===== config.mk =====
export PLATFORM = sky130hd
export DESIGN_NAME = cdb_writeback
export DESIGN_NICKNAME = d
export VERILOG_FILES = /design/src/rtl/cdb_writeback.sv
export SDC_FILE = /design/constraint.sdc
export NUM_CORES = 1
export LEC_CHECK = 0
export BUFFER_PORTS_ARGS = -buffer_cell sky130_fd_sc_hd__buf_4
export CORE_AREA = 2 2 72 91
export CTS_CLUSTER_DIAMETER = 50
export DETAILED_ROUTE_END_ITERATION = 8
export DIE_AREA = 0 0 74 93
export PLACE_DENSITY_LB_ADDON = 0.3
export SETUP_SLACK_MARGIN = 0.02
export SLEW_MARGIN = 20
export SYNTH_ARGS = -nofsm -noshare
export SYNTH_HDL_FRONTEND = slang
export SYNTH_SLANG_ARGS = --single-unit
export TNS_END_PERCENT = 30

===== constraint.sdc =====
create_clock -name clock -period 4.35 [get_ports clock]
set_input_delay 0.6525 -clock clock [delete_from_list [all_inputs] [get_ports clock]]
set_output_delay 0.6525 -clock clock [all_outputs]
set_load 0.02 [all_outputs]

===== src/rtl/cdb_writeback.sv =====
// cdb_writeback: arbitrates functional-unit results onto the CDB, tracks register status and writes the FP register file; CDB_RR_ARB_EN selects round-robin over fixed priority
module cdb_writeback #(
  parameter int N_SRC  = 3,
  parameter int DATA_W = 16,
  parameter int TAG_W  = 3
) (
  input  logic                      clock,
  input  logic                      reset,
  input  logic [N_SRC-1:0]          srcValid,
  output logic [N_SRC-1:0]          srcReady,
  input  logic [N_SRC*TAG_W-1:0]    srcTag,
  input  logic [N_SRC*DATA_W-1:0]   srcData,
  input  logic                      issueValid,
  input  logic [2:0]                issueDest,
  input  logic [TAG_W-1:0]          issueTag,
  input  logic [2:0]                rdAddr,
  output logic [TAG_W-1:0]          rdTag,
  output logic                      cdbValid,
  output logic [TAG_W-1:0]          cdbTag,
  output logic [DATA_W-1:0]         cdbData,
  output logic                      wrEnable,
  output logic [2:0]                wrAddress,
  output logic [DATA_W-1:0]         wrData
);
  localparam int PW = N_SRC > 1 ? $clog2(N_SRC) : 1;
  logic [TAG_W-1:0] status [8];
  logic [N_SRC-1:0] grant;
  logic [PW-1:0]    gidx;
  logic [7:0]       match;
  logic [2:0]       wr_sel;
`ifdef CDB_RR_ARB_EN
  logic [PW-1:0]    ptr;
  // round-robin pick: scan from the pointer, the first requester found wins
  always_comb begin
    grant = '0;
    gidx = '0;
    for (int k = N_SRC - 1; k >= 0; k--) begin
      if (srcValid[(int'(ptr) + k) % N_SRC]) begin
        grant = '0;
        grant[(int'(ptr) + k) % N_SRC] = 1'b1;
        gidx = PW'((int'(ptr) + k) % N_SRC);
      end
    end
    if (reset) grant = '0;
  end
  // pointer advances past the granted source, holds when idle
  always_ff @(posedge clock)
    if (reset) ptr <= '0;
    else if (|grant) ptr <= PW'((int'(gidx) + 1) % N_SRC);
`else
  // fixed priority pick: lowest-numbered requester wins
  always_comb begin
    grant = '0;
    gidx = '0;
    for (int k = N_SRC - 1; k >= 0; k--) begin
      if (srcValid[k]) begin
        grant = '0;
        grant[k] = 1'b1;
        gidx = PW'(k);
      end
    end
    if (reset) grant = '0;
  end
`endif
  assign srcReady = grant;
  assign rdTag = rdAddr == 3'd0 ? '0 : status[rdAddr];
  // registers still owned by the broadcast tag; a zero entry never matches
  always_comb begin
    match = '0;
    wr_sel = '0;
    for (int r = 7; r >= 1; r--) begin
      match[r] = cdbValid && status[r] != '0 && status[r] == cdbTag;
      if (match[r]) wr_sel = 3'(r);
    end
  end
  // broadcast the granted result one cycle after the grant
  always_ff @(posedge clock)
    if (reset) begin
      cdbValid <= 1'b0;
      cdbTag <= '0;
      cdbData <= '0;
    end else begin
      cdbValid <= |grant;
      if (|grant) begin
        cdbTag <= srcTag[int'(gidx)*TAG_W +: TAG_W];
        cdbData <= srcData[int'(gidx)*DATA_W +: DATA_W];
      end
    end
  // register-file write for the lowest owning register
  always_ff @(posedge clock)
    if (reset) begin
      wrEnable <= 1'b0;
      wrAddress <= '0;
      wrData <= '0;
    end else begin
      wrEnable <= |match;
      wrAddress <= wr_sel;
      wrData <= cdbData;
    end
  // status table: a new issue overrides a same-cycle clear
  always_ff @(posedge clock)
    if (reset) begin
      for (int r = 0; r < 8; r++) status[r] <= '0;
    end else begin
      for (int r = 1; r < 8; r++)
        if (issueValid && issueDest == 3'(r)) status[r] <= issueTag;
        else if (match[r]) status[r] <= '0;
    end
endmodule


Yosys cells after proc, flatten, opt, wreduce, memory -nomap -nowiden. Memory sizes are Yosys's and may differ from the RTL's. Index checks and enable logic that the tools add are counted.

Register bits after elaboration: 40. RAM bits: 24. Bits of input ports: 72. Output and inout bits: 46. Word-level logic and storage cells: 153. Memories kept: 1.

Memory list: status (words 8, width 3, rd ports 8, clocked after Yosys merged registers in 0, wr ports 8, RTL line 26) `logic [TAG_W-1:0] status [8];`.

$mul: 1. Equality and inequality tests: 14. Shift-type cells: 2. Multiplexer cells: 80. Bitwise logic cells: 14. Reduce and logical (&&, ||, !) cells: 33.

Operators by type and width (count): 2-to-1 mux 3 bit (23); 2-to-1 mux 1 bit (52); indexed part select 48 x 7 -> 16 bit (1); == test 3 bit (7); logical AND 1 bit (21); nonzero test 3 bit (7); OR 1 bit (14); == test 3 bit (second input constant) (4); 2-to-1 mux 2 bit (5); indexed part select 9 x 5 -> 3 bit (1); OR reduction 7 bit (1); == test 3 x 2 -> 1 bit (second input constant) (2); multiplier 2 x 2 -> 4 bit (second input constant) (1); OR reduction 4 bit (1); == test 3 x 1 -> 1 bit (second input constant) (1); zero test 3 bit (1); OR reduction 3 bit (1); OR reduction 2 bit (1).

Logic depth before layout (Yosys ltp). Gate-level depths: netlist (run 1). An unclocked memory read counts as a cell.

Word-level depth: 11. Gate-level depth with buffers: 6. Mapped depth without buffers: 5.

Least setup slack after synthesis (run 1). OpenSTA, ideal clock, no wires.

Path type: input to output. Start point: in rdAddr[0]. End point: out rdTag[0]. Arrival time: 1746 ps. Data required time: 3697 ps. Slack: 1952 ps. Stages on the path: 3. Buffers on the path: 1. Cell sequence: clkbuf_1 > mux4_2 > a21o_1.

Word-level cells in the longest chain between the ends: 2. Elaborated cells on any way between the ends: 3. Those cells by class: mux: 1; reduce/logical: 1; memory: 1.

RTL lines: start, declared (RTL line 16) `input logic [2:0] rdAddr,`; memory read (8 x 3 bit) / zero test 3 bit (equally long branches); 2-to-1 mux 3 bit * (RTL line 66) `assign rdTag = rdAddr == 3'd0 ? '0 : status[rdAddr];`; end, declared (RTL line 17) `output logic [TAG_W-1:0] rdTag,`.

Every way passes the cells marked *; elsewhere a longest branch is shown, timed or not.

Worst setup path after layout (run 1).
Start point: in srcValid[0]. End point: out srcReady[1].

Word-level cells in the longest chain between the ends: 2.

RTL lines: start, declared (RTL line 9) `input logic [N_SRC-1:0] srcValid,`; 2-to-1 mux 3 bit (RTL line 56) `if (srcValid[k]) begin`; 2-to-1 mux 3 bit (RTL line 62) `if (reset) grant = '0;`; end, declared (RTL line 10) `output logic [N_SRC-1:0] srcReady,`.

No other way between the ends.

==> key figures, run 1 <==
Global routing
  • Initial antenna violation count: 0
  • Vias in the first global route: 2,823
  • Largest net degree at the start of global routing: 43
  • Grt total ovfl: 0
  • First-pass GRT wire length: 12,900 µm
  • Gr usage total: 0.250

Timing
  • Max-slew violation count: 0
  • Worst-Margin Slew: 0.772 ns
  • RSZ-0062 raised after global routing: no
  • Fin crit period: 2.41 ns
  • Period utilisation layout: 0.554
  • Hold Fails Final Rpt: 0
  • Setup Viol. Count Final: 0
  • Slew Limit Headroom: 0.483
  • Fmax: 415 MHz
  • Final TNS setup: 0 ns
  • Layout Skew: 0.00961 ns

Synth
  • Cells after Synth: 322
  • Synth cell types: 44
  • Main combinational cell family by area after synthesis: simple AND/OR/NAND/NOR gates
  • Syn_nets: 394
  • Synthesized area per cell: 9.57 µm²
  • Post-synth EDFFs: 21
  • Compound-Gate Fraction of Synth Area: 0.151
  • Async S/R FF share, synth: 0
  • Xor and xnor area share after synthesis: 0.0398
  • Yosys warns: 0
  • Synth Area in Simple Gates: 0.198
  • Main flop type after synthesis: dfxtp_1
  • Post-Syn Area: 3080 µm²
  • Share of the yosys chip area belonging to registers: 0.464
  • Post-synthesis register bit count: 61
  • Post-synthesis mux area share: 0.0933
  • Adder-cell share of the synthesized area: 0

Power and ir drop
  • Seq pwr share: 0.451
  • Sw Pwr: 0.000415 W
  • P per Cell Area: 358 nW/µm²
  • Combinational share of power: 0.213
  • Total Power: 0.00150 W
  • Switching Share: 0.276
  • Pint: 0.00109 W
  • VDD IR-drop max: 0.221 mV
  • Clock network fraction of total power: 0.335
  • Pleak: 1.95 nW

Critical path
  • CP Launch Type: primary input
  • Worst Path Max Fanout: 12
  • Setup CP Type: in2out
  • Reg2Reg Launch Point: cdbTag[0]
  • CP Capture Type: output port
  • Worst Path Arrival: 1.76 ns
  • Worst Path Required: 3.70 ns
  • CP Launch Point: srcValid[0]

Routing
  • 1st-iter DRT viols: 164
  • Avg WL per Cell: 15.2 µm
  • Router iterations before antenna repair: 4
  • Vias: 2,764
  • DRC Markers: 0
  • Via density per instance: 5.27
  • Number of nets with antenna violations after routing: 0
  • Routed WL: 7940 µm

Placed design
  • Post-Place Cell Area: 4000 µm²
  • DP HPWL: 6080 µm
  • I/O Buffers: 117
  • Gpl congestion: 0.916

CTS
  • Max Buffers Root-to-Sink: 2
  • Reg clk slew, reported paths: 0.06 ns
  • Root Driver: clkbuf_8
  • CTS tree: yes
  • H-tree levels: 3
  • Post-CTS Hold Buffers: 0
  • Clk sinks: 61
  • Clock Latency Late Sink: 0.33 ns
  • Number of buffers created by CTS: 9
  • CTS resizes: 0
  • Post-CTS Setup Bufs: 0

Min path
  • Hold crit path type: reg2reg
  • Hold Startpoint: cdbData[7]

Die
  • Die Wd: 74 µm
  • # rows: 32
  • Die Y: 93 µm
  • Core box area: 6050 µm²
  • Initial Util: 0.510
  • Ports: 118
  • Die ar.: 6880 µm²

Cells and area
  • Share of cells above drive strength 1: 0.339
  • Design Area, Final: 4200 µm²
  • N_diodes: 0
  • Nets: 506
  • Layout overhead on the synthesized area: 36.3%

Outcome
  • Status: completed

Run
  • Maxcap violations: 0
layout make-up:
type,instances,area [µm²]
Clock inverter,5,48.8
Inverter,19,71.3
Clock buffer,11,151
Multi-Input combinational cell,223,1490
Timing Repair Buffer,120,901
Tap cell,85,106
Sequential cell,61,1430
Fill cell,495,1840
synthesized netlist by cell type (all sizes together), types with 4 or more instances:
| library cell | instances | area, µm² |
|---|---|---|
| o21ai | 24 | 120 |
| a211oi | 4 | 30.0 |
| nor2b | 6 | 37.5 |
| and2 | 21 | 131 |
| a21oi | 13 | 76.3 |
| nor3 | 5 | 25.0 |
| xor2 | 6 | 52.6 |
| xnor2 | 8 | 70.1 |
| buf | 7 | 48.8 |
| nand2b | 18 | 113 |
| nand2 | 28 | 105 |
| nand3 | 7 | 35.0 |
| nor2 | 10 | 37.5 |
| mux2i | 22 | 220 |
| edfxtp | 21 | 631 |
| inv | 19 | 71.3 |
| o211ai | 20 | 150 |
| dfxtp | 40 | 801 |
| clkbuf | 12 | 45.0 |
worst max-delay path, stage by stage:
cell,delay [ns]
buf_4,0.12
nor2b_2,0.61
nor2b_1,0.22
buf_4,0.15
worst paths after layout:
path              slack [ns]  cells after the start      endpoint
hold reg to reg         0.46                      2     wrData[7]
setup / recovery        1.94                      4   srcReady[1]
setup reg to reg        2.41                      5  wrAddress[1]
hold / removal          0.46                      2     wrData[7]
cells by family after synthesis:
family                 after synthesis
multiplexers                        25
AND/OR/NAND/NOR                    111
flip-flops                          61
XOR/XNOR                            14
buffers and inverters               38
AO/OA/AOI/OAI                       73
power by group through the flow:
stage                     logic, W  clock network (W)  registers, W
after global routing      0.000348           0.000537      0.000683
final                     0.000321           0.000504      0.000678
after floorplan           0.000145                  0      0.000717
after CTS                 0.000323           0.000510      0.000678
after detailed placement  0.000321                  0      0.000690
after global placement    0.000314                  0      0.000689
layout by cell type, fill, tap and decap left out, types with 11 or more instances in the layout:
cell,netlist,layout
buf_4,1,120
dfxtp_1,40,40
nand2_1,28,28
mux2i_1,22,22
o21ai_0,22,22
and2_1,21,21
edfxtp_1,21,21
o211ai_1,20,20
inv_1,19,19
nand2b_1,18,18
clkbuf_8,0,11
routing by layer:
metal  share of wire  up-vias  wire length (µm)  GRT usage
met2            0.50      141              3960      0.417
li1                -     1355                 -          -
met5               0        -                 0          0
met3           0.092       26               729     0.0733
met4           0.035        0               276      0.132
met1            0.37     1242              2980      0.282
per-stage QoR:
step                instances  setup slack (ns)  hold WS [ns]  utilization
floorplan                 322              1.95         0.537            -
global placement          508              1.96         0.445        0.662
detailed placement        508              1.95         0.455        0.662
CTS                       524              1.93         0.468        0.695
global route              524              1.87         0.495        0.695
finish                    524              1.94         0.464        0.695
flip-flops by register name, indices dropped and copies added (netlist names):
signal     flops
wrAddress      3
cdbTag         3
status        21
wrEnable       1
cdbData       16
cdbValid       1
wrData        16
Power figures use the tool's default switching activity.
==> run 2, diff against run 1 <==
--- a/config.mk
+++ b/config.mk
@@ -5,11 +5,12 @@
 export SDC_FILE = /design/constraint.sdc
 export NUM_CORES = 1
 export LEC_CHECK = 0
+export ABC_AREA = 1
 export BUFFER_PORTS_ARGS = -buffer_cell sky130_fd_sc_hd__buf_4
-export CORE_AREA = 2 2 72 91
+export CORE_AREA = 2 2 75 95
 export CTS_CLUSTER_DIAMETER = 50
 export DETAILED_ROUTE_END_ITERATION = 8
-export DIE_AREA = 0 0 74 93
+export DIE_AREA = 0 0 77 97
 export PLACE_DENSITY_LB_ADDON = 0.3
 export SETUP_SLACK_MARGIN = 0.02
 export SLEW_MARGIN = 20
==> constraint.sdc (replaced) <==
create_clock -name clock -period 2.41 [get_ports clock]
set_input_delay 0.3615 -clock clock [delete_from_list [all_inputs] [get_ports clock]]
set_output_delay 0.3615 -clock clock [all_outputs]
set_load 0.02 [all_outputs]
==> run 2 against run 1 <==
Net effect:
- sequential power rose by 81%
- worst setup slack got worse by 1.4 ns
- first-iteration DRC count rose by 38%
- routed wire length rose by 7.2%
- clock-buffer cell count did not move
- via count rose by 16%
- global-route usage fell by 1.5 points
- critical path type is now reg2reg
==> key figures, run 2 <==
Global routing
  • Largest net degree at the start of global routing: 39
  • First-pass GRT wire length: 13,900 µm
  • GRT Max-Usage Layer: met2
  • Met2 GRT Util: 0.418
  • Gr usage total: 0.235
  • Grt total ovfl: 0
  • Met3 Use GR: 0.0877
  • Initial antenna violation count: 0
  • Grt met1 use: 0.238
  • Vias in the first global route: 3,118

Min path
  • Hold crit path type: in2reg

Critical path
  • Worst Path Max Fanout: 11
  • Setup CP Type: reg2reg
  • Critical Path, Cell by Cell: xnor2_1, nand2_1, nor3_2, inv_1, nand2_2, or2_1
  • Max incr delay on CP: 0.69 ns
  • Worst Path Required: 2.45 ns
  • CP Capture Type: flop
  • Worst Path Arrival: 1.87 ns
  • CP Launch Type: flop
  • CP max-delay cell: dfxtp_1

Placed design
  • Gpl congestion: 0.863
  • I/O Buffers: 117
  • DP HPWL: 6630 µm
  • Placed cells: 616
  • Post-Place Cell Area: 4050 µm²

Timing
  • RSZ-0062 raised after global routing: no
  • Slew Limit Headroom: 0.558
  • Setup Viol. Count Final: 0
  • Period utilisation layout: 0.759
  • Max-slew violation count: 0
  • Layout Skew: 0.00723 ns
  • Fin crit period: 1.83 ns
  • Hold Fails Final Rpt: 0
  • Worst-Margin Slew: 0.661 ns
  • Final TNS setup: 0 ns
  • Final Hold Slack: 0.288 ns
  • Fmax: 547 MHz

Cells and area
  • Largest register by flop count: status
  • Max reg flops: 21
  • Biggest regs: status x21, cdbData x16, wrData x16
  • Design Area, Final: 4260 µm²
  • N_diodes: 0
  • Fin cells: 632
  • Post-layout util: 0.653
  • Commonest non-fill, non-tap cell in the layout: buf_4
  • Layout overhead on the synthesized area: 36.2%
  • Share of cells above drive strength 1: 0.279
  • Nets: 612
  • Fill count: 588
  • Most frequent cells in the layout: 121 x buf_4, 75 x nor2_1, 69 x nand2_1

Routing
  • Routed WL: 8520 µm
  • Router iterations before antenna repair: 5
  • Number of nets with antenna violations after routing: 0
  • Via density per instance: 5.06
  • 1st-iter DRT viols: 227
  • DRC Markers: 0
  • Avg WL per Cell: 13.5 µm
  • Vias: 3,197

Run
  • Maxcap violations: 0

Outcome
  • Status: completed

Synth
  • Post-synthesis mux area share: 0
  • Async S/R FF share, synth: 0
  • Post-synthesis register bit count: 61
  • Commonest cells post-synth: 75 x nor2_1, 69 x nand2_1, 68 x a21oi_1, 48 x inv_1, 40 x dfxtp_1
  • Share of the yosys chip area belonging to registers: 0.458
  • Yosys warns: 0
  • Xor and xnor area share after synthesis: 0.0168
  • Post-synth EDFFs: 21
  • Area leader, netlist: dfxtp_1
  • Post-Syn Area: 3130 µm²
  • Synthesized area per cell: 7.27 µm²
  • Cells after Synth: 430
  • Compound-Gate Fraction of Synth Area: 0.178
  • Synth Area in Simple Gates: 0.246
  • Count leader, synth: nor2_1
  • Synth cell types: 30
  • Top cells by area, synth: dfxtp_1 26%, edfxtp_1 20%, a21oi_1 11%, nor2_1 9.0%, nand2_1 8.3%
  • Syn_nets: 502
  • Main flop type after synthesis: dfxtp_1
  • Top-area cell type share of the netlist area: 0.256
  • Main combinational cell family by area after synthesis: simple AND/OR/NAND/NOR gates
  • Adder-cell share of the synthesized area: 0

CTS
  • Max Buffers Root-to-Sink: 2
  • Number of buffers created by CTS: 9
  • CTS resizes: 0
  • H-tree levels: 3
  • Post-CTS Hold Buffers: 0
  • Clk sinks: 61
  • Root Driver: clkbuf_8
  • Clock Latency Late Sink: 0.34 ns
  • Post-CTS Setup Bufs: 0
  • CTS tree: yes
  • Reg clk slew, reported paths: 0.07 ns

Die
  • Die Y: 97 µm
  • Initial Util: 0.479
  • Ports: 118
  • # rows: 33
  • Core box area: 6520 µm²
  • Die ar.: 7470 µm²
  • Die Wd: 77 µm

Power and ir drop
  • VDD IR-drop max: 0.450 mV
  • P per Cell Area: 665 nW/µm²
  • Pleak: 2.04 nW
==> run 2: final timing paths <==
path / start / to / slack (ns) / cells after the start
worst max-delay path: cdbTag[1] / status[1][2] / 0.58 / 6
worst min-delay path: srcData[42] / cdbData[10] / 0.29 / 3
worst max register to register: cdbTag[1] / status[1][2] / 0.58 / 6
worst min register to register: cdbData[5] / wrData[5] / 0.43 / 2
==> run 2: stage by stage <==
stage / power (W) / setup WS (ns)
finish: 0.00283 / 0.582
global route: 0.00298 / 0.454
CTS: 0.00285 / 0.576
detailed placement: 0.00192 / 0.589
global placement: 0.00190 / 0.607
floorplan: 0.00163 / 0.607
==> run 2: area by class of cell <==
class / instances / area [µm²] / area share
clock buffers: 11 / 153 / 0.0358
clock inverters: 5 / 57.6 / 0.0135
inverters: 53 / 199 / 0.0467
multi-input cells: 294 / 1400 / 0.329
flip-flops and latches: 61 / 1430 / 0.336
well taps: 87 / 109 / 0.0256
repair buffers: 121 / 908 / 0.213
==> run 2: metal layers <==
layer | vias to the layer above | routed length [µm]
met5 | - | 0
met4 | 0 | 251
met3 | 25 | 637
met2 | 132 | 4550
met1 | 1416 | 3080
li1 | 1624 | -
==> run 2: power by group <==
part | switching (W) | total [W] | internal [W] | leakage [nW]
clock | 0.000396 | 0.000936 | 0.000540 | 0.108
sequential | 0.0000618 | 0.00123 | 0.00117 | 0.554
combinational | 0.000383 | 0.000671 | 0.000288 | 1.38
total | 0.000841 | 0.00283 | 0.00199 | 2.04
==> run 2: kinds of logic after synthesis <==
family                    Yosys count
DFF                                61
AOI/OAI and AO/OA                 104
buffers and inverters              75
xor gates and xnor gates            6
and+or+nand+nor                   184
==> run 2: worst max-delay path, delay by kind of cell (launching register included) <==
family | cells | cell delay [ns]
buffers and inverters | 1 | 0.09
AND/OR/NAND/NOR | 4 | 0.57
XOR/XNOR | 1 | 0.18
flip-flops | 1 | 0.69
